==> src/rtl/cell_display_pipe.sv <==
// Two-stage Life cell renderer with frame-synchronous double buffering.
// Optional grid-line overlay when GRID_LINES_EN is defined.
module cell_display_pipe #(
  parameter int          COLS       = 8,
  parameter int          ROWS       = 8,
  parameter int          CELL_LOG2  = 6,
  parameter logic [11:0] GRID_COLOR = 12'h333
) (
  input  logic                 clk,
  input  logic                 reset,
  input  logic [10:0]          x,
  input  logic [10:0]          y,
  input  logic                 hsync_in,
  input  logic                 vsync_in,
  input  logic                 blank_in,
  input  logic [COLS*ROWS-1:0] alive,
  input  logic [COLS*ROWS-1:0] alive_prev,
  input  logic                 gen_valid,
  input  logic                 color_enb,
  output logic [11:0]          rgb,
  output logic                 hsync_out,
  output logic                 vsync_out,
  output logic                 blank_out,
  output logic                 frame_swap
);

  localparam int N  = COLS * ROWS;
  localparam int IW = (N > 1) ? $clog2(N) : 1;

  logic [N-1:0] pend_a_q, pend_a_d;
  logic [N-1:0] pend_p_q, pend_p_d;
  logic [N-1:0] disp_a_q, disp_a_d;
  logic [N-1:0] disp_p_q, disp_p_d;
  logic         pend_flag_q, pend_flag_d;
  logic         frame_start;

  assign frame_start = (x == 11'd0) && (y == 11'd0) && !blank_in;
  assign frame_swap  = !reset && frame_start &&
                       (gen_valid || pend_flag_q);

  always_comb begin
    pend_a_d    = pend_a_q;
    pend_p_d    = pend_p_q;
    disp_a_d    = disp_a_q;
    disp_p_d    = disp_p_q;
    pend_flag_d = pend_flag_q;
    if (frame_start) begin
      // a generation arriving at frame start skips the pending stage
      if (gen_valid) begin
        disp_a_d = alive;
        disp_p_d = alive_prev;
      end else if (pend_flag_q) begin
        disp_a_d = pend_a_q;
        disp_p_d = pend_p_q;
      end
      pend_flag_d = 1'b0;
    end else if (gen_valid) begin
      pend_a_d    = alive;
      pend_p_d    = alive_prev;
      pend_flag_d = 1'b1;
    end
  end

  logic [10:0]   col, row;
  logic          in_rng_d, in_rng_q;
  logic [IW-1:0] idx_d, idx_q;
  logic          cenb_q;
  logic          hs1_q, vs1_q, bl1_q;
  logic [11:0]   rgb_d, rgb_q;
  logic          hs2_q, vs2_q, bl2_q;

  assign col      = x >> CELL_LOG2;
  assign row      = y >> CELL_LOG2;
  assign in_rng_d = (col < 11'(COLS)) && (row < 11'(ROWS));
  assign idx_d    = in_rng_d ?
                    IW'(32'(row) * COLS + 32'(col)) : '0;

`ifdef GRID_LINES_EN
  logic [CELL_LOG2-1:0] offx_q, offy_q;
`endif

  always_ff @(posedge clk) begin
    if (reset) begin
      pend_a_q    <= '0;
      pend_p_q    <= '0;
      disp_a_q    <= '0;
      disp_p_q    <= '0;
      pend_flag_q <= 1'b0;
      in_rng_q    <= 1'b0;
      idx_q       <= '0;
      cenb_q      <= 1'b0;
      hs1_q       <= 1'b0;
      vs1_q       <= 1'b0;
      bl1_q       <= 1'b1;
      rgb_q       <= '0;
      hs2_q       <= 1'b0;
      vs2_q       <= 1'b0;
      bl2_q       <= 1'b1;
`ifdef GRID_LINES_EN
      offx_q      <= '0;
      offy_q      <= '0;
`endif
    end else begin
      pend_a_q    <= pend_a_d;
      pend_p_q    <= pend_p_d;
      disp_a_q    <= disp_a_d;
      disp_p_q    <= disp_p_d;
      pend_flag_q <= pend_flag_d;
      in_rng_q    <= in_rng_d;
      idx_q       <= idx_d;
      cenb_q      <= color_enb;
      hs1_q       <= hsync_in;
      vs1_q       <= vsync_in;
      bl1_q       <= blank_in;
      rgb_q       <= rgb_d;
      hs2_q       <= hs1_q;
      vs2_q       <= vs1_q;
      bl2_q       <= bl1_q;
`ifdef GRID_LINES_EN
      offx_q      <= x[CELL_LOG2-1:0];
      offy_q      <= y[CELL_LOG2-1:0];
`endif
    end
  end

  logic is_b, was_b;

  assign is_b  = disp_a_q[idx_q];
  assign was_b = disp_p_q[idx_q];

  always_comb begin
    rgb_d = 12'h000;
    if (!bl1_q && in_rng_q) begin
      if (cenb_q) begin
        unique case ({was_b, is_b})
          2'b00:   rgb_d = 12'h000;
          2'b10:   rgb_d = 12'hF00;
          2'b01:   rgb_d = 12'hFF0;
          default: rgb_d = 12'h0F0;
        endcase
      end else begin
        rgb_d = is_b ? 12'hFFF : 12'h000;
      end
`ifdef GRID_LINES_EN
      if (offx_q == '0 || offy_q == '0)
        rgb_d = GRID_COLOR;
`endif
    end
  end

  assign rgb       = rgb_q;
  assign hsync_out = hs2_q;
  assign vsync_out = vs2_q;
  assign blank_out = bl2_q;

endmodule

==> config.mk <==
export PLATFORM = sky130hd
export DESIGN_NAME = cell_display_pipe
export DESIGN_NICKNAME = d
export VERILOG_FILES = /design/src/rtl/cell_display_pipe.sv
export SDC_FILE = /design/constraint.sdc
export NUM_CORES = 1
export LEC_CHECK = 0
export CAP_MARGIN = 0
export CELL_PAD_IN_SITES_DETAIL_PLACEMENT = 0
export CELL_PAD_IN_SITES_GLOBAL_PLACEMENT = 1
export CORE_ASPECT_RATIO = 1.2
export CORE_MARGIN = 8
export CORE_UTILIZATION = 43
export CTS_BUF_LIST = sky130_fd_sc_hd__clkbuf_8
export DETAILED_ROUTE_END_ITERATION = 8
export PLACE_DENSITY_LB_ADDON = 0.08
export RECOVER_POWER = 25
export REMOVE_ABC_BUFFERS = 1
export SYNTH_ARGS = -nofsm -noshare
export SYNTH_HDL_FRONTEND = slang
export SYNTH_SLANG_ARGS = --single-unit
==> constraint.sdc <==
create_clock -name clk -period 2.3 [get_ports clk]
set_clock_uncertainty 0.2 [all_clocks]
set_input_delay 0.345 -clock clk [delete_from_list [all_inputs] [get_ports clk]]
set_output_delay 0.345 -clock clk [all_outputs]
set_load 0.1 [all_outputs]
==> key figures <==
Clock network
  • CTS root buf: clkbuf_8
  • Max clock buf depth: 3
  • CTS tree: yes
  • H-tree depth: 2
  • Clock slew seen by the registers of the worst setup and hold paths: 50 ps
  • Clock Latency Late Sink: 540 ps
  • CTS Buf Count: 46
  • Clock sink count: 274

Place
  • Gpl congestion: 0.725
  • Port bufs: 172
  • Setup WS pre-CTS: -408 ps
  • HPWL after DPL: 19.6 mm

Logic synthesis
  • Register area share after synthesis: 46.5%
  • Synth top area cells: dfxtp_1 47%, mux2i_1 12%, nand2_1 8.3%
  • Top-area cell type share of the netlist area: 46.5%
  • Commonest cells in the netlist: 274 x dfxtp_1, 260 x nand2_1, 136 x mux2i_1
  • Yosys Warn Count: 0
  • Mapped Avg Cell Area: 9.19 um2
  • #FFs+latches synth: 274
  • Cells after Synth: 1,283
  • Largest area contributor in the netlist: dfxtp_1
  • Most frequent cell after synthesis: dfxtp_1
  • Post-synth ARST share: 0%
  • Post-synth EDFFs: 0
  • Number of distinct library cells after synthesis: 42
  • Synth Flop Type: dfxtp_1
  • Area of the mapped netlist: 0.0118 mm2

Layout
  • # diodes: 0
  • Nets: 1,604
  • Layout cell share with drive strength beyond 1: 13.3%
  • Synth-to-layout area growth: 27.4%

Floorplanning
  • Row count: 66
  • Core Region: 0.0271 mm2
  • Die Y: 197 um
  • Starting Density: 43.5%
  • Die ar.: 0.0330 mm2
  • Ports: 173
  • Die width: 167 um

STA
  • RSZ-0062 raised after global routing: true
  • Final setup viols: 3
  • Setup ws final: -94.0 ps
  • Final slew viol count: 0
  • Minimum clock period: 2390 ps
  • Slew HR: 16.7%
  • Tightest Pin Transition: 1250 ps
  • Final setup TNS: -163 ps
  • Fmax: 418 MHz
  • Final worst-path cycle share: 104%
  • Final Hold Viols: 0

Setup path
  • Crit path DAT: 1850 ps
  • CP max stage cell: clkdlybuf4s50_1
  • Setup crit end kind: output port
  • Setup CP Type: in -> out
  • Worst-case register-to-register setup slack: -50 ps
  • CP max FO: 2
  • CP Launch Type: input pin
  • Worst Path Required: 1750 ps
  • CP cell instances: clkdlybuf4s50_1 -> nor4_1 -> nand4_1 -> nor4_1 -> buf_4 -> buf_12
  • Crit path largest cell delay: 440 ps
  • CP dominant cell by count: nor4_1

Global routing
  • Grt ovf: 0
  • Vias in the first global route: 9,196
  • Pin count of the biggest net entering global routing: 156
  • First-pass GRT wire length: 48.7 mm
  • Overall Global Routing Usage: 17.8%
  • Initial antenna violation count: 0

Pwr
  • PwrDens: 667 mW/mm2
  • P_leak: 5.69 nW
  • Max IR drop VDD: 0.422 mV

Outcome
  • Violated checks: negative setup slack
  • Status: finished, violations left

Routing
  • Drt wl/cell: 16.7 um
  • DRC errors left: 0
  • Drt pass-1 iters: 4
  • Via count: 9,431
  • DR vias/cell: 5.19
  • DRT antenna net count: 0
  • DRT Wirelength: 30.3 mm
  • Starting DRT DRC Count: 522

Hold path
  • Hold Path Class: in -> reg

Flow run
  • Maxcap violations: 0
[metal layers]
metal / GRT usage (%) / wire length [um]
met5: 0 / 0
met4: 4.47 / 418
met3: 3.82 / 1550
met2: 28.3 / 13900
met1: 24.4 / 14400
[registers in the layout, summed over array words and instances (netlist names), 3 cells and up]
register and flops:
rgb 3, pend_p_q 64, pend_a_q 64, disp_a_q 64, idx_q 6, disp_p_q 64
[repair_timing]
item / in CTS / in global routing
setup buffers: 6 / 1
pin swaps: 14 / 6
setup endpoints to repair: 4 / 4
hold buffers: 1 / 0
gates resized for setup: 24 / 17
gates cloned: 1 / 0
hold endpoints to repair: 9 / 0
[metrics by stage]
stage               cells  total power [W]  instance area, um2  utilization [%]  hold slack [ps]
CTS                  1816           0.0102               15000             55.6              106
floorplan            1162          0.00541               11200                -              195
global route         1817           0.0105               15000             55.5              136
finish               1817           0.0100               15000             55.5              133
global placement     1728          0.00602               14000             51.6              220
detailed placement   1728          0.00603               14000             51.6              228
[power breakdown]
group,total [W],switching (W),internal (W)
logic,0.000977,0.000486,0.000491
registers,0.00494,0.0000589,0.00488
clock network,0.00411,0.00187,0.00224
total,0.0100,0.00241,0.00761
[placed cells by master, fill, tap and decap left out, types with 27 or more instances in the layout]
master and n:
a211oi_1 127, a21oi_1 131, buf_4 28, clkbuf_8 60, clkdlybuf4s50_1 150, dfxtp_1 270, mux2i_1 135, mux4_2 27
nand2_1 260, nor2_1 135
[layout make-up]
type / count / area (um2)
multi-input combinational: 882 / 5770
clock inverter: 22 / 85.1
inverter: 6 / 22.5
timing repair buffer: 235 / 2430
sequential: 274 / 5500
fill: 2540 / 12100
tap: 340 / 425
clock buffer: 58 / 798
[worst paths after layout]
kind                              endpoint  cells after the start           startpoint
hold / removal    disp_p_q[9]$_SDFFE_PP0P_                      3            gen_valid
hold reg to reg       hsync_out$_SDFF_PP0_                      1     hs1_q$_SDFF_PP0_
setup / recovery                frame_swap                      6                 x[7]
setup reg to reg        rgb[10]$_SDFF_PP0_                      9  idx_q[0]$_SDFF_PP0_
[cell families after synthesis]
kind of cell / Yosys count / share of synthesized area, %
DFF: 274 / 46.5
AOI/OAI and AO/OA: 272 / 14.4
adders and majority gates: 2 / 0.276
xor gates and xnor gates: 2 / 0.149
muxes: 168 / 17.9
buffers and inverters: 127 / 5.65
and+or+nand+nor: 438 / 15.1
[critical path, delay by kind of cell]
family,cells,cell delay [ps]
buf+inv,3,780
simple gates,3,710
Power figures use the tool's default switching activity.
